$ cat src/rtl/systolic_skew_feeder_if.sv
// Vector bus between the operand source, the skew feeder and the systolic array edges.
interface systolic_skew_feeder_if #(
   parameter int DATA_WIDTH = 8,
   parameter int ARRAY_SIZE = 16
);
   logic [ARRAY_SIZE*DATA_WIDTH-1:0] in_a;
   logic [ARRAY_SIZE*DATA_WIDTH-1:0] in_b;
   logic                             in_valid;
   logic                             in_last;
   logic                             in_ready;
   logic [ARRAY_SIZE*DATA_WIDTH-1:0] left_out;
   logic [ARRAY_SIZE*DATA_WIDTH-1:0] top_out;
   logic                             busy;
   logic                             done;

   modport master (
      output in_a, in_b, in_valid, in_last,
      input  in_ready, left_out, top_out, busy, done
   );

   modport slave (
      input  in_a, in_b, in_valid, in_last,
      output in_ready, left_out, top_out, busy, done
   );
endinterface

$ cat src/rtl/systolic_skew_feeder.sv
// Diagonal skew feeder for an NxN systolic array: lane k is delayed 1+k cycles, then flush and done.
// Optional accepted-vector counter enabled by defining SKEW_FEEDER_STATS_EN.
module systolic_skew_feeder #(
   parameter int DATA_WIDTH = 8,
   parameter int ARRAY_SIZE = 16
) (
   input  logic                  clk,
   input  logic                  rst,
   systolic_skew_feeder_if.slave bus
`ifdef SKEW_FEEDER_STATS_EN
   ,
   output logic [15:0]           vec_count
`endif
);
   localparam int N          = ARRAY_SIZE;
   localparam int DW         = DATA_WIDTH;
   localparam int VW         = N * DW;
   localparam int CNT_W      = $clog2(2 * N);
   localparam logic [CNT_W-1:0] FLUSH_LOAD = CNT_W'(2 * N - 2);

   typedef enum logic [1:0] {IDLE, STREAM, FLUSH, DONE} state_t;

   state_t           state_reg, state_next;
   logic [CNT_W-1:0] flush_cnt_reg, flush_cnt_next;
   logic             ready_int, busy_int, done_int;
   logic             accept;
   logic [VW-1:0]    slot_a, slot_b;
   logic [VW-1:0]    left_vec, top_vec;

   assign ready_int = !rst && (state_reg == IDLE || state_reg == STREAM);
   assign accept    = bus.in_valid && ready_int;

   // Bubbles zero both operands together so A/B stay aligned inside the array.
   assign slot_a = accept ? bus.in_a : '0;
   assign slot_b = accept ? bus.in_b : '0;

   always_ff @(posedge clk) begin
      if (rst) begin
         state_reg     <= IDLE;
         flush_cnt_reg <= '0;
      end else begin
         state_reg     <= state_next;
         flush_cnt_reg <= flush_cnt_next;
      end
   end

   always_comb begin
      state_next     = state_reg;
      flush_cnt_next = flush_cnt_reg;
      busy_int       = 1'b0;
      done_int       = 1'b0;
      case (state_reg)
         IDLE: begin
            if (accept) begin
               if (bus.in_last) begin
                  state_next     = FLUSH;
                  flush_cnt_next = FLUSH_LOAD;
               end else begin
                  state_next = STREAM;
               end
            end
         end
         STREAM: begin
            busy_int = 1'b1;
            if (accept && bus.in_last) begin
               state_next     = FLUSH;
               flush_cnt_next = FLUSH_LOAD;
            end
         end
         FLUSH: begin
            // Loaded with 2N-2 so the state spans 2N-1 cycles including the zero count.
            busy_int = 1'b1;
            if (flush_cnt_reg == '0) begin
               state_next = DONE;
            end else begin
               flush_cnt_next = flush_cnt_reg - 1'b1;
            end
         end
         DONE: begin
            done_int   = 1'b1;
            state_next = IDLE;
         end
         default: begin
            state_next = IDLE;
         end
      endcase
   end

   genvar gi;
   generate
      for (gi = 0; gi < N; gi++) begin : g_lane
         logic [DW-1:0] a_sr_reg [0:gi];
         logic [DW-1:0] b_sr_reg [0:gi];

         always_ff @(posedge clk) begin
            if (rst) begin
               for (int j = 0; j <= gi; j++) begin
                  a_sr_reg[j] <= '0;
                  b_sr_reg[j] <= '0;
               end
            end else begin
               a_sr_reg[0] <= slot_a[gi*DW +: DW];
               b_sr_reg[0] <= slot_b[gi*DW +: DW];
               for (int j = 1; j <= gi; j++) begin
                  a_sr_reg[j] <= a_sr_reg[j-1];
                  b_sr_reg[j] <= b_sr_reg[j-1];
               end
            end
         end

         assign left_vec[gi*DW +: DW] = a_sr_reg[gi];
         assign top_vec[gi*DW +: DW]  = b_sr_reg[gi];
      end
   endgenerate

`ifdef SKEW_FEEDER_STATS_EN
   logic [15:0] vec_count_reg;

   always_ff @(posedge clk) begin
      if (rst) begin
         vec_count_reg <= '0;
      end else if (accept) begin
         if (state_reg == IDLE) begin
            vec_count_reg <= 16'd1;
         end else if (vec_count_reg != 16'hFFFF) begin
            vec_count_reg <= vec_count_reg + 16'd1;
         end
      end
   end

   assign vec_count = vec_count_reg;
`endif

   assign bus.in_ready = ready_int;
   assign bus.left_out = left_vec;
   assign bus.top_out  = top_vec;
   assign bus.busy     = busy_int;
   assign bus.done     = done_int;
endmodule

$ cat src/flat_wrapper.sv
// flat-port wrapper written by rule: the top's interface ports become plain ports
module systolic_skew_feeder_flat 
#(
   parameter int DATA_WIDTH = 8,
   parameter int ARRAY_SIZE = 16
)
  (clk, rst, bus_in_a, bus_in_b, bus_in_valid, bus_in_last, bus_in_ready, bus_left_out, bus_top_out, bus_busy, bus_done);
  systolic_skew_feeder_if #(.DATA_WIDTH(DATA_WIDTH), .ARRAY_SIZE(ARRAY_SIZE)) bus_i ();
  input  logic clk;
  input  logic rst;
  input wire logic [$bits(bus_i.in_a)-1:0] bus_in_a;
  input wire logic [$bits(bus_i.in_b)-1:0] bus_in_b;
  input wire logic [$bits(bus_i.in_valid)-1:0] bus_in_valid;
  input wire logic [$bits(bus_i.in_last)-1:0] bus_in_last;
  output wire logic [$bits(bus_i.in_ready)-1:0] bus_in_ready;
  output wire logic [$bits(bus_i.left_out)-1:0] bus_left_out;
  output wire logic [$bits(bus_i.top_out)-1:0] bus_top_out;
  output wire logic [$bits(bus_i.busy)-1:0] bus_busy;
  output wire logic [$bits(bus_i.done)-1:0] bus_done;
  assign bus_i.in_a = bus_in_a;
  assign bus_i.in_b = bus_in_b;
  assign bus_i.in_valid = bus_in_valid;
  assign bus_i.in_last = bus_in_last;
  assign bus_in_ready = bus_i.in_ready;
  assign bus_left_out = bus_i.left_out;
  assign bus_top_out = bus_i.top_out;
  assign bus_busy = bus_i.busy;
  assign bus_done = bus_i.done;
  systolic_skew_feeder #(.DATA_WIDTH(DATA_WIDTH), .ARRAY_SIZE(ARRAY_SIZE)) u_core (.clk(clk), .rst(rst), .bus(bus_i));
endmodule
$ cat config.mk
export PLATFORM = sky130hd
export DESIGN_NAME = systolic_skew_feeder_flat
export DESIGN_NICKNAME = d
export VERILOG_FILES = /design/src/rtl/systolic_skew_feeder_if.sv /design/src/rtl/systolic_skew_feeder.sv /design/src/flat_wrapper.sv
export SDC_FILE = /design/constraint.sdc
export NUM_CORES = 2
export LEC_CHECK = 0
export ABC_AREA = 1
export CAP_MARGIN = 20
export CORE_ASPECT_RATIO = 0.7
export CORE_MARGIN = 4
export CORE_UTILIZATION = 50
export CTS_CLUSTER_DIAMETER = 80
export DETAILED_ROUTE_END_ITERATION = 10
export PLACE_DENSITY = 0.73
export SYNTH_ARGS = -nofsm -noshare
export SYNTH_HDL_FRONTEND = slang
export SYNTH_SLANG_ARGS = --single-unit
$ cat constraint.sdc
create_clock -name clk -period 1.3 [get_ports clk]
set_input_delay 0.195 -clock clk [delete_from_list [all_inputs] [get_ports clk]]
set_output_delay 0.195 -clock clk [all_outputs]
set_load 0.03 [all_outputs]
## Yosys cells after proc, flatten, opt, wreduce, memory -nomap -nowiden

Memories as Yosys holds them, arrays and structs flattened.
Index checks and enable logic that the tools add are counted.

| storage, ports and cells | value |
|---|---|
| bits in registers | 7 |
| bits in writable memories | 2176 |
| bits of input ports | 260 |
| output and inout port bits | 259 |
| logic and storage cells | 617 |
| memories | 32 |

| operators by class | value |
|---|---|
| add/subtract/negate cells | 1 |
| equal/unequal tests | 8 |
| multiplexer cells | 291 |
| bitwise logic cells | 270 |
| reductions and logical operators | 13 |

Memories:

| name | words | bits a word | read ports | clocked after memory_dff | write ports | line | text |
|---|---|---|---|---|---|---|---|
| u_core.g_lane[15].a_sr_reg | 16 | 8 | 16 | 0 | 16 | systolic_skew_feeder.sv:92 | `logic [DW-1:0] a_sr_reg [0:gi];` |
| u_core.g_lane[15].b_sr_reg | 16 | 8 | 16 | 0 | 16 | systolic_skew_feeder.sv:93 | `logic [DW-1:0] b_sr_reg [0:gi];` |
| u_core.g_lane[14].a_sr_reg | 15 | 8 | 15 | 0 | 15 | systolic_skew_feeder.sv:92 |  |
| u_core.g_lane[14].b_sr_reg | 15 | 8 | 15 | 0 | 15 | systolic_skew_feeder.sv:93 |  |
| u_core.g_lane[13].a_sr_reg | 14 | 8 | 14 | 0 | 14 | systolic_skew_feeder.sv:92 |  |
| u_core.g_lane[13].b_sr_reg | 14 | 8 | 14 | 0 | 14 | systolic_skew_feeder.sv:93 |  |
| +26 memories | n/a | n/a | n/a | n/a | n/a | n/a |  |

Operators with widths:

| cell | count |
|---|---|
| $mux 8 | 272 |
| $or 1x1->1 | 270 |
| $mux 128 | 2 |
| $mux 5 | 4 |
| $reduce_or 8->1 | 2 |
| $pmux 5 s3 | 1 |
| $mux 2 | 4 |
| $pmux 2 s4 | 1 |
| $mux 1 | 7 |
| $ne 2x2->1 const B | 3 |
| $logic_not 5->1 | 1 |
| $reduce_and 5->1 | 1 |
| $sub 5x1->5 const B | 1 |
| $eq 2x2->1 const B | 2 |
| $ne 2x1->1 const B | 2 |
| $logic_and 1x1->1 | 3 |
| $reduce_and 3->1 | 1 |
| $reduce_bool 3->1 | 1 |
| $eq 2x1->1 const B | 1 |
| $logic_not 2->1 | 1 |
| $reduce_or 2->1 | 1 |
| $logic_not 1->1 | 1 |
| $logic_or 1x1->1 | 1 |

## Logic depth before layout (Yosys ltp)

| depth | value |
|---|---|
| depth after elaboration | 7 |
| depth in mapped cells | 10 |
| mapped depth without buffers | 10 |

## Worst setup path after synthesis

Ideal clock, no wire load.

| path | value |
|---|---|
| path type | register to register |
| from | register u_core.state_reg[0] |
| to | memory u_core.g_lane[0].a_sr_reg[0][0] (netlist name) |
| setup time | 0.061 ns |
| data arrival time | 1.475 ns |
| data required time | 1.239 ns |
| path slack | -0.236 ns |
| stages on the path, launching flop included | 9 |
| buffers on the path | 2 |
| period minus slack after synthesis | 1.536 ns |
| path through | dfxtp_1 inv_1 ha_1 inv_2 a21oi_4 nand2_4 buf_12 buf_12 nor2_4 |

| on the way | value |
|---|---|
| cells in the longest elaborated chain, start to end | 6 |
| elaborated cells on any way between the ends | 7 |
| those cells by class | eq/ne (1); mux (2); reduce/logical (4) |

Ends and longest elaborated chain:

| element | line | text |
|---|---|---|
| start, declared | systolic_skew_feeder.sv:23 | `state_t state_reg, state_next;` |
| start signal, assigned | systolic_skew_feeder.sv:42 | `state_reg <= state_next;` |
| $eq 2x1->1 / $logic_not 2->1 (equally long branches) | systolic_skew_feeder.sv:30 | `assign ready_int = !rst && (state_reg == IDLE \|\| state_reg == STREAM);` |
| $logic_or 1x1->1 * | systolic_skew_feeder.sv:30 |  |
| $logic_and 1x1->1 * | systolic_skew_feeder.sv:30 |  |
| via bus_in_ready | flat_wrapper.sv:15 | `output wire logic [$bits(bus_i.in_ready)-1:0] bus_in_ready;` |
| $logic_and 1x1->1 * | systolic_skew_feeder.sv:31 | `assign accept = bus.in_valid && ready_int;` |
| $mux 128 * | systolic_skew_feeder.sv:34 | `assign slot_a = accept ? bus.in_a : '0;` |
| $mux 8 (no line) * | n/a |  |
| end, declared | systolic_skew_feeder.sv:92 |  |

The timed path passes the listed nets; every way through them passes the cells marked *.

## Worst setup path in the final report

| path | value |
|---|---|
| from | register u_core.state_reg[1] |
| to | output port bus_in_ready |

| on the way | value |
|---|---|
| cells in the longest elaborated chain, start to end | 3 |
| elaborated cells on any way between the ends | 4 |
| those cells by class | eq/ne (1); reduce/logical (3) |

Ends and longest elaborated chain:

| element | line |
|---|---|
| $eq 2x1->1 / $logic_not 2->1 (equally long branches) | systolic_skew_feeder.sv:30 |
| $logic_or 1x1->1 * | systolic_skew_feeder.sv:30 |
| $logic_and 1x1->1 * | systolic_skew_feeder.sv:30 |
| end, declared | flat_wrapper.sv:15 |

Mark *: on every way between the ends. The rest lies on a longest branch, timed or not.

==> results by group <==
Routing
  • DRT Pass-1 Iters: 5
  • Routed Antenna Nets: 0
  • DRC viols: 0
  • Via count: 38.3k
  • Routed wire per std cell: 12.0 um
  • Initial detailed-routing violation count: 1651
  • Drt total wl: 115000 um
  • Via density: 3.98

Final layout
  • Most frequent cells in the layout: inv_1, nor2_1, dfxtp_1
  • Layout cells sized above 1: 14.9%
  • Most common cell after layout, fill and taps aside: inv_1
  • Number of nets in the layout: 7964
  • Area Growth Syn to Fin: 25.6%
  • Util after Layout: 63.4%
  • Fillers: 9590

Synthesis
  • Mapped Cells: 7056
  • Syn nets: 7321
  • Synth top area cells: dfxtp_1, inv_1, nor2_1
  • Post-Synthesis Cell Area: 65000 um2
  • Mean Syn Cell Area: 9.22 um2
  • Synth cell types: 22
  • Top-area cell type share of the netlist area: 67.2%
  • Sequential area share after synthesis: 67.2%
  • Synth area leader: dfxtp_1
  • YS warnings: 0
  • Yosys reg bits: 2183

STA
  • Worst relative slew slack: 50.1%
  • Final hold vios: 0
  • RSZ-0062 raised after global routing: true
  • Post-route clock period utilization: 150%
  • F_max: 514 MHz
  • Fin crit period: 1.95 ns
  • Clock skew: 0.0424 ns
  • Worst Slack Setup Final: -0.646 ns
  • Slew @ Worst Pin: 0.748 ns
  • Setup violators final: 522
  • Fin. max-slew vios: 0

Min path
  • Worst min path class: primary input to flip-flop

Setup path
  • Worst Setup End Kind: output port
  • Kind of critical path: flip-flop to output port
  • Worst Path Arrival: 1.75 ns
  • WP data required: 1.11 ns
  • CP startpoint kind: flip-flop
  • CP Max Fanout: 2

GRT
  • First-pass GRT wire length: 183000 um
  • Vias in the first global route: 38.6k
  • Antenna violations before repair: 12
  • GRT Total Usage: 16.7%
  • Grt total ovfl: 0
  • Largest net degree at the start of global routing: 104

Status
  • Status: finished, violations left
  • Violated checks: setup timing

Place
  • Hpwl dp: 66300 um
  • Port Buffers: 518
  • RePlAce Congestion: 0.829

Power and ir drop
  • Power Density: 1680 nW/um2
  • Overall power: 137 mW
  • Pleak: 33.1 nW
  • Peak supply drop: 0.00117 V

Floorplanning
  • Die area: 136000 um2
  • Core ar.: 129000 um2
  • Die H: 310 um
  • Chip Width: 439 um
  • Initial Utilization: 50.5%
  • I/O pin count: 519
  • Site row count: 110

CTS
  • Clock sinks: 2183
  • Root Buffer: clkbuf_16
  • Worst-Skew Late Latency: 0.80 ns
  • Reg clk slew, reported paths: 0.07 ns
  • Deepest clock path buffer count: 3
  • CTS tree: built
  • Total CTS buffers: 188
  • H-tree depth: 4

Run
  • MaxCap Viol Count: 0
==> critical path: stages, from the launching register on <==
cell	delay, ns
dfxtp_2	0.34
inv_4	0.08
ha_4	0.13
inv_2	0.06
a21oi_4	0.18
buf_6	0.16
==> kinds of logic (layout without fill, tap and decap cells) <==
| logic type | count (synthesis) | after routing | synth area share (%) |
|---|---|---|---|
| AOI/OAI and AO/OA | 13 | 13 | 0.123 |
| and+or+nand+nor | 2215 | 2216 | 15.1 |
| DFF | 2183 | 2183 | 67.2 |
| adders and majority gates | 5 | 5 | 0.0962 |
| other | 0 | 11 | 0 |
| buffers and inverters | 2640 | 3435 | 17.4 |
==> power by group <==
part | total [mW] | switching, mW | internal [mW]
clock | 57.5 | 24.3 | 33.3
combinational | 10.5 | 5.78 | 4.77
sequential | 69.4 | 0.672 | 68.7
total | 137 | 30.7 | 107
==> cells in the mapped netlist <==
cell type and count:
inv_1 2188, dfxtp_1 2183, nor2_1 1984, buf_2 210, buf_4 208, nor2_4 201, buf_12 22, nand2_1 20
clkbuf_1 6, o21ai_0 6, buf_6 5, ha_1 5, nand3_1 5, a21oi_1 4, nand4_1 2, a21oi_2 1
a21oi_4 1, inv_2 1, nand2_4 1, nor3_1 1, o21ai_1 1, or2_2 1
==> area by class of cell <==
type                            count  area [um2]  area share, %
Clock buffer                      274        5430           6.65
Tap cell                         1736        2170           2.66
Antenna cell                       11        27.5         0.0337
Timing Repair Buffer              903       10600           13.0
Inverter                         2189        8220           10.1
Multi-Input combinational cell   2234       10100           12.4
Sequential cell                  2183       44000           53.9
Clock inverter                     69        1090           1.33
==> metal layers <==
layer,part of all wire [%],GRT usage [%]
met1,39,17.2
met3,5.1,4.54
met4,4.7,9.30
met2,51,30.7
met5,0,0
==> per-stage QoR <==
stage / cells / setup TNS (ns) / area (um2) / setup WS [ns] / hold WS (ns)
2_1_floorplan: 7056 / -34.37 / 65100 / -0.151 / 0.307
3_3_place_gp: 8969 / -47.64 / 71300 / -0.398 / 0.388
3_5_place_dp: 8969 / -53.07 / 71300 / -0.423 / 0.392
4_1_cts: 9571 / -716.03 / 81200 / -0.704 / 0.00209
5_1_grt: 9597 / -212.08 / 81700 / -0.753 / 0.0133
6_report: 9599 / -178.20 / 81700 / -0.646 / 0.0675
==> worst paths after layout <==
kind | from | endpoint | slack (ns) | cells after the start
min reg2reg | u_core.g_lane[10].b_sr_reg[3][0] | u_core.g_lane[10].b_sr_reg[3][8] | 0.36 | 2
max reg2reg | u_core.state_reg[1] | u_core.g_lane[0].a_sr_reg[0][0] | -0.63 | 11
max | u_core.state_reg[1] | bus_in_ready | -0.65 | 5
min | bus_in_b[115] | u_core.g_lane[14].b_sr_reg[0][3] | 0.07 | 3
==> what timing repair did <==
| action | CTS | global route |
|---|---|---|
| pin swaps | 8 | 4 |
| endpoints found under the hold margin | 287 | 0 |
| buffers inserted | 4 | 9 |
| endpoints found under the setup margin | 522 | 2129 |
| gates resized for setup | 1672 | 41 |
| gates cloned | 7 | 8 |
| hold buffers | 248 | 0 |
No activity file was read; power rests on OpenSTA's default activity.
